### config.mk
export PLATFORM = sky130hd
export DESIGN_NAME = keypad_scanner
export DESIGN_NICKNAME = d
export VERILOG_FILES = /design/src/rtl/keypad_pkg.sv /design/src/rtl/keypad_sync.sv /design/src/rtl/keypad_scanner.sv
export SDC_FILE = /design/constraint.sdc
export NUM_CORES = 1
export LEC_CHECK = 0
export ABC_AREA = 1
export BUFFER_PORTS_ARGS = -buffer_cell sky130_fd_sc_hd__buf_4
export CELL_PAD_IN_SITES_DETAIL_PLACEMENT = 1
export CELL_PAD_IN_SITES_GLOBAL_PLACEMENT = 1
export CORE_MARGIN = 2
export CORE_UTILIZATION = 45
export CTS_CLUSTER_DIAMETER = 150
export DETAILED_ROUTE_END_ITERATION = 10
export PLACE_DENSITY = 0.87
export SYNTH_ARGS = -nofsm -noshare
export SYNTH_HDL_FRONTEND = slang
export SYNTH_SLANG_ARGS = --single-unit
### constraint.sdc
create_clock -name clk -period 2 [get_ports clk]
set_input_delay 0.2 -clock clk [delete_from_list [all_inputs] [get_ports clk]]
set_output_delay 0.2 -clock clk [all_outputs]
set_load 0.01 [all_outputs]
### src/rtl/keypad_pkg.sv
// keypad_pkg: shared types and constants for the 4x4 keypad scanner.
//   state_t  : scanner FSM states
//   NUM_ROWS / NUM_COLS : matrix dimensions
//   KEY_MAP  : [row][col] -> 4-bit hex key code
package keypad_pkg;

  typedef enum logic [1:0] {
    SCAN     = 2'd0,
    DEBOUNCE = 2'd1,
    HELD     = 2'd2,
    RELEASE  = 2'd3
  } state_t;

  localparam int NUM_ROWS = 4;
  localparam int NUM_COLS = 4;

  localparam logic [3:0] KEY_MAP [NUM_ROWS][NUM_COLS] = '{
    '{4'h1, 4'h2, 4'h3, 4'hA},
    '{4'h4, 4'h5, 4'h6, 4'hB},
    '{4'h7, 4'h8, 4'h9, 4'hC},
    '{4'hE, 4'h0, 4'hF, 4'hD}
  };

endpackage

### src/rtl/keypad_sync.sv
// keypad_sync: 2-flop synchronizer for asynchronous inputs.
// Both stages reset to all-ones (idle level of pulled-up active-low lines).
//   clk, rst_n : clock, asynchronous active-low reset
//   d          : asynchronous input bus (DATA_W bits)
//   q          : synchronized output bus
module keypad_sync #(
  parameter int DATA_W = 4
) (
  input  logic              clk,
  input  logic              rst_n,
  input  logic [DATA_W-1:0] d,
  output logic [DATA_W-1:0] q
);

  logic [DATA_W-1:0] sync_p0;

  always_ff @(posedge clk or negedge rst_n) begin
    if (!rst_n) begin
      sync_p0 <= '1;
      q       <= '1;
    end else begin
      // stage p0: first capture, may go metastable
      sync_p0 <= d;
      // stage p1: resolved value
      q       <= sync_p0;
    end
  end

endmodule

### src/rtl/keypad_scanner.sv
// keypad_scanner: 4x4 matrix keypad scanner with press/release debounce.
// Drives one column low at a time, samples the synchronized active-low rows
// at the end of each column dwell, debounces the press, holds key_valid
// high while the key is held and debounces the release.
//   clk, rst_n : clock, asynchronous active-low reset
//   row_n[3:0] : keypad rows, active-low, asynchronous
//   col_n[3:0] : column drives, one-hot low
//   key_code   : hex code of the accepted key (kept after release)
//   key_valid  : high from press acceptance until release acceptance
// Build option: define KEYPAD_MULTIKEY_REJECT_EN to treat any sample with
// more than one row low (in SCAN or DEBOUNCE) as no press.
module keypad_scanner
  import keypad_pkg::*;
#(
  parameter int SCAN_DIV        = 1000,
  parameter int DEBOUNCE_CYCLES = 20000
) (
  input  logic       clk,
  input  logic       rst_n,
  input  logic [3:0] row_n,
  output logic [3:0] col_n,
  output logic [3:0] key_code,
  output logic       key_valid
);

  localparam int DWELL_W = $clog2(SCAN_DIV);
  localparam int DEB_W   = $clog2(DEBOUNCE_CYCLES + 1);
  localparam logic [DWELL_W-1:0] DWELL_LAST = DWELL_W'(SCAN_DIV - 1);
  localparam logic [DEB_W-1:0]   DEB_LAST   = DEB_W'(DEBOUNCE_CYCLES - 1);

`ifdef KEYPAD_MULTIKEY_REJECT_EN
  localparam bit MULTI_REJECT = 1'b1;
`else
  localparam bit MULTI_REJECT = 1'b0;
`endif

  function automatic logic [1:0] lowest_row(input logic [3:0] low);
    lowest_row = 2'd0;
    for (int i = NUM_ROWS - 1; i >= 0; i--) begin
      if (low[i]) lowest_row = 2'(i);
    end
  endfunction

  function automatic logic [3:0] col_drive(input logic [1:0] c);
    col_drive = ~(4'b0001 << c);
  endfunction

  logic [3:0]         rows_s;
  logic [3:0]         rows_low;
  logic               any_low;
  logic               multi_low;
  logic               row_lat_low;

  state_t             state, state_nxt;
  logic [1:0]         col_idx, col_nxt;
  logic [1:0]         row_lat, row_nxt;
  logic [DWELL_W-1:0] dwell_cnt, dwell_nxt;
  logic [DEB_W-1:0]   deb_cnt, deb_nxt;
  logic [3:0]         code_nxt;
  logic               valid_nxt;

  keypad_sync #(.DATA_W(NUM_ROWS)) u_sync (
    .clk   (clk),
    .rst_n (rst_n),
    .d     (row_n),
    .q     (rows_s)
  );

  assign rows_low    = ~rows_s;
  assign any_low     = |rows_low;
  // more than one bit set: clearing the lowest set bit leaves something
  assign multi_low   = (rows_low & (rows_low - 4'd1)) != 4'd0;
  assign row_lat_low = rows_low[row_lat];

  always_comb begin
    state_nxt = state;
    col_nxt   = col_idx;
    row_nxt   = row_lat;
    dwell_nxt = dwell_cnt;
    deb_nxt   = deb_cnt;
    code_nxt  = key_code;
    valid_nxt = key_valid;

    case (state)
      SCAN: begin
        valid_nxt = 1'b0;
        if (dwell_cnt == DWELL_LAST) begin
          dwell_nxt = '0;
          if (any_low && !(MULTI_REJECT && multi_low)) begin
            state_nxt = DEBOUNCE;
            row_nxt   = lowest_row(rows_low);
            deb_nxt   = '0;
          end else begin
            col_nxt = col_idx + 2'd1;
          end
        end else begin
          dwell_nxt = dwell_cnt + DWELL_W'(1);
        end
      end

      DEBOUNCE: begin
        if (!row_lat_low || (MULTI_REJECT && multi_low)) begin
          state_nxt = SCAN;
          col_nxt   = col_idx + 2'd1;
          dwell_nxt = '0;
        end else if (deb_cnt == DEB_LAST) begin
          // this clock is the DEBOUNCE_CYCLES-th stable one
          state_nxt = HELD;
          valid_nxt = 1'b1;
          code_nxt  = KEY_MAP[row_lat][col_idx];
        end else begin
          deb_nxt = deb_cnt + DEB_W'(1);
        end
      end

      HELD: begin
        if (!row_lat_low) begin
          state_nxt = RELEASE;
          deb_nxt   = '0;
        end
      end

      RELEASE: begin
        if (row_lat_low) begin
          deb_nxt = '0;
        end else if (deb_cnt == DEB_LAST) begin
          state_nxt = SCAN;
          valid_nxt = 1'b0;
          col_nxt   = col_idx + 2'd1;
          dwell_nxt = '0;
        end else begin
          deb_nxt = deb_cnt + DEB_W'(1);
        end
      end

      default: begin
        state_nxt = SCAN;
        valid_nxt = 1'b0;
        dwell_nxt = '0;
        deb_nxt   = '0;
      end
    endcase
  end

  always_ff @(posedge clk or negedge rst_n) begin
    if (!rst_n) begin
      state     <= SCAN;
      col_idx   <= 2'd0;
      col_n     <= 4'b1110;
      row_lat   <= 2'd0;
      dwell_cnt <= '0;
      deb_cnt   <= '0;
      key_code  <= 4'h0;
      key_valid <= 1'b0;
    end else begin
      state     <= state_nxt;
      col_idx   <= col_nxt;
      // column drive registered so the pins never glitch
      col_n     <= col_drive(col_nxt);
      row_lat   <= row_nxt;
      dwell_cnt <= dwell_nxt;
      deb_cnt   <= deb_nxt;
      key_code  <= code_nxt;
      key_valid <= valid_nxt;
    end
  end

endmodule

==> parameters.txt <==
Parameter                              Value

Outcome
  Outcome    finished with violations
  Failing checks    setup timing

Finish
  Share of final-layout standard cells stronger than drive strength 1    18.4%
  Layout Nets    468
  Area of all placed cells without fillers    0.00351 mm²
  Area Growth Syn to Fin    17.4%
  Antenna diode instance count    0
  End-of-flow core utilization    54.9%

STA
  Post-route worst hold slack    359 ps
  Share of the clock period used by the worst path    100%
  Max Clk Rate    499 MHz
  Worst Setup Slack, final    -2.50 ps
  Worst-case clock skew    9.40 ps
  Final Hold Vio Count    0
  Post-route minimum period    2000 ps
  Max transition margin    59.7%
  Count of pins over their slew limit    0
  Transition time at the pin with the least slew margin    605 ps
  Setup violators final    1

GRT
  First-pass GRT wire length    14.2 mm
  Initial antenna violation count    0
  Sum of overflow across all layers after global routing    0
  Via count of the first global-routing pass    3033
  Pin count of the biggest net entering global routing    49
  Overall routing resource usage    24.0%

Critical path
  Number of cells on the worst reg-to-reg path    8
  Critical path start-end classification    flip-flop to flip-flop
  Data required, critical path    2220 ps
  Worst reg2reg path endpoint    dwell_cnt[4]$_DFFE_PN0P_
  Cell breakdown of the critical path    inv_1, nand3_1, nor2_2, nand2_1, o21ai_4, nand2_4, buf_4, o31ai_4
  Source of the worst register-to-register timing path    deb_cnt[5]$_DFFE_PN0P_
  Slack of the worst reg-to-reg path    -3 ps
  Slowest stage cell, crit path    sky130_fd_sc_hd__dfrtp_1
  Stage delay of the slowest cell on the critical path    470 ps
  Highest net fanout along the worst path    10
  Nature of the critical path endpoint    flip-flop
  Worst EP arrival    2220 ps
  Worst Setup Start Kind    flip-flop

Clock tree
  Number of buffers inserted during clock tree synthesis    5
  Clock-pin transition on the worst setup and hold timing paths    100 ps
  CTS tree    done
  Buffer levels on the longest clock path    2
  H-tree depth    2
  Later-pin clock latency in the skew report    310 ps
  Clk Tree Root Cell    sky130_fd_sc_hd__clkbuf_8
  Clock Sink Count    48

Placement
  Post-detailed-placement half-perimeter wirelength    5.95 mm
  Worst slack after detailed placement    42.3 ps
  Number of port buffers    14
  Gp weighted congestion    0.857
  Total cell area at the placement stage    0.00324 mm²

Power and ir drop
  PD cells    503 mW/mm²
  Leakage power    1.71 nW
  Worst vdd rail ir drop    325 µV

Detailed routing
  Final routed wire length divided by cell count    17.2 µm
  Count of unresolved DRC violations after routing    0
  Number of routed nets with antenna violations    0
  Number of iterations in the first detailed-routing pass    4
  Total number of vias    3055
  Post-Route WL    9.19 mm
  Average vias per placed instance    5.72
  Violation count after the first detailed-routing iteration    142

Worst hold path
  Hold/Removal Path Class    flip-flop to flip-flop
  WHS Path Cells    0
  End point of the worst hold path    u_sync.q[1]$_DFF_PN1_
  Hold path startpoint    u_sync.sync_p0[1]$_DFF_PN1_

Die
  Initial Util    46.8%
  Std cell rows    29
  Number of primary I/O pins    15
  Die Wd    85.5 µm
  Area of the die    0.00731 mm²
  Core outline area    0.00639 mm²
  Chip height    85.5 µm

Synth
  Post-synth net total    430
  Gate count after technology mapping    418
  FF+latch count, synth    48
  Netlist cell types    32
  Syn_area_per_cell    7.15 µm²
  Sequential area share after synthesis    40.7%
  YS warnings    0
  Combined area of all synthesized cells    0.00299 mm²

Flow run
  Number of maximum-capacitance violations    0
## critical path, delay by kind of cell (launching register included)
family	cells	cell delay, ps
AO/OA/AOI/OAI	2	450
buffers and inverters	2	320
flip-flops	1	470
AND/OR/NAND/NOR	4	670
## registers in the layout (all words and copies together) (netlist names), named ones only
| register | flops |
|---|---|
| deb_cnt | 15 |
| dwell_cnt | 10 |
| col_n | 4 |
| key_code | 4 |
| u_sync.q | 4 |
| u_sync.sync_p0 | 4 |
| col_idx | 2 |
| row_lat | 2 |
| key_valid | 1 |
| state | 1 |
## final cells by class
| type | count | area [µm²] |
|---|---|---|
| clock inverter | 3 | 42.5 |
| multi-input combinational | 309 | 1560 |
| tap | 77 | 96.3 |
| timing repair buffer | 42 | 333 |
| inverter | 50 | 188 |
| fill | 834 | 2880 |
| sequential | 48 | 1220 |
| clock buffer | 5 | 68.8 |
## routing by layer
layer | share of wire [%] | up-vias | GRT usage (%)
li1 | - | 1439 | -
met1 | 43 | 1513 | 30.5
met2 | 51 | 85 | 43.2
met3 | 3.9 | 18 | 3.40
met4 | 2.0 | 0 | 5.48
met5 | 0 | - | 0
## where the power goes
group	total (mW)	internal (mW)	switching, mW
clock	0.717	0.371	0.346
sequential	0.991	0.985	0.00580
combinational	0.0561	0.0182	0.0378
## layout by cell type (no fill, tap or decap), types with 2 or more instances in the layout
cell type / netlist / layout
sky130_fd_sc_hd__nand4_1: 24 / 24
sky130_fd_sc_hd__xor2_1: 6 / 6
sky130_fd_sc_hd__ha_1: 6 / 4
sky130_fd_sc_hd__o21ai_1: 20 / 20
sky130_fd_sc_hd__dfrtp_1: 37 / 36
sky130_fd_sc_hd__nor2_1: 44 / 41
sky130_fd_sc_hd__inv_2: 4 / 6
sky130_fd_sc_hd__nor2_2: 4 / 5
sky130_fd_sc_hd__o21bai_1: 3 / 3
sky130_fd_sc_hd__o31ai_1: 2 / 2
sky130_fd_sc_hd__nand2_2: 3 / 4
sky130_fd_sc_hd__buf_4: 1 / 34
sky130_fd_sc_hd__nand3_2: 1 / 2
sky130_fd_sc_hd__a21oi_1: 11 / 11
sky130_fd_sc_hd__nor3_1: 5 / 5
sky130_fd_sc_hd__o21ai_0: 19 / 18
sky130_fd_sc_hd__buf_6: 2 / 2
sky130_fd_sc_hd__nor2_4: 0 / 2
sky130_fd_sc_hd__dlygate4sd3_1: 0 / 5
sky130_fd_sc_hd__nand3_1: 34 / 33
sky130_fd_sc_hd__nand2_1: 118 / 117
sky130_fd_sc_hd__clkbuf_8: 0 / 5
sky130_fd_sc_hd__inv_1: 46 / 44
sky130_fd_sc_hd__nand2_4: 2 / 2
sky130_fd_sc_hd__dfstp_2: 11 / 11
## per-stage QoR
step	instances	TNS (ps)	total power, mW
floorplan	418	0	1.02
detailed placement	513	0	1.06
finish	534	-2.50	1.76
global route	534	-473	1.82
global placement	513	0	1.06
CTS	526	0	1.78
## worst max path at each step
stage / from / end / slack, ps / cells past startpoint
finish: deb_cnt[5]$_DFFE_PN0P_ / dwell_cnt[4]$_DFFE_PN0P_ / -3 / 8
global route: deb_cnt[5]$_DFFE_PN0P_ / dwell_cnt[9]$_DFFE_PN0P_ / -110 / 9
CTS: dwell_cnt[1]$_DFFE_PN0P_ / deb_cnt[6]$_DFFE_PN0P_ / 7 / 11
detailed placement: dwell_cnt[1]$_DFFE_PN0P_ / deb_cnt[6]$_DFFE_PN0P_ / 40 / 11
global placement: dwell_cnt[1]$_DFFE_PN0P_ / deb_cnt[6]$_DFFE_PN0P_ / 140 / 11
floorplan: state[0]$_DFFE_PN0P_ / col_n[0]$_DFF_PN0_ / 280 / 10
## timing repair
action	in CTS	in global routing
hold buffers	5	0
resized for setup	0	19
buffers inserted	0	7
endpoints found under the setup margin	0	26
endpoints found under the hold margin	41	0
## synthesized netlist by cell type (all sizes together)
master	count	area share, %
nand2	123	16
inv	50	6.3
nor2	48	6.4
o21ai	40	7.1
dfrtp	37	31
nand3	35	6.0
nand4	24	5.0
a21oi	12	2.1
dfstp	11	9.7
buf	8	1.8
ha	6	2.5
xor2	6	1.8
nor3	5	0.84
clkbuf	3	0.38
o21bai	3	0.75
o31ai	3	1.2
a21o	1	0.25
and2	1	0.21
o22ai	1	0.21
xnor2	1	0.29
## kinds of logic (layout without fill, tap and decap cells)
| family | Yosys count | in the layout | share of synthesized area (%) |
|---|---|---|---|
| DFF | 48 | 48 | 40.7 |
| AOI/OAI and AO/OA | 60 | 60 | 11.6 |
| buffers and inverters | 61 | 100 | 8.46 |
| xor gates and xnor gates | 7 | 7 | 2.05 |
| adders and majority gates | 6 | 6 | 2.51 |
| and+or+nand+nor | 236 | 236 | 34.7 |
No activity file was read; power rests on OpenSTA's default activity.
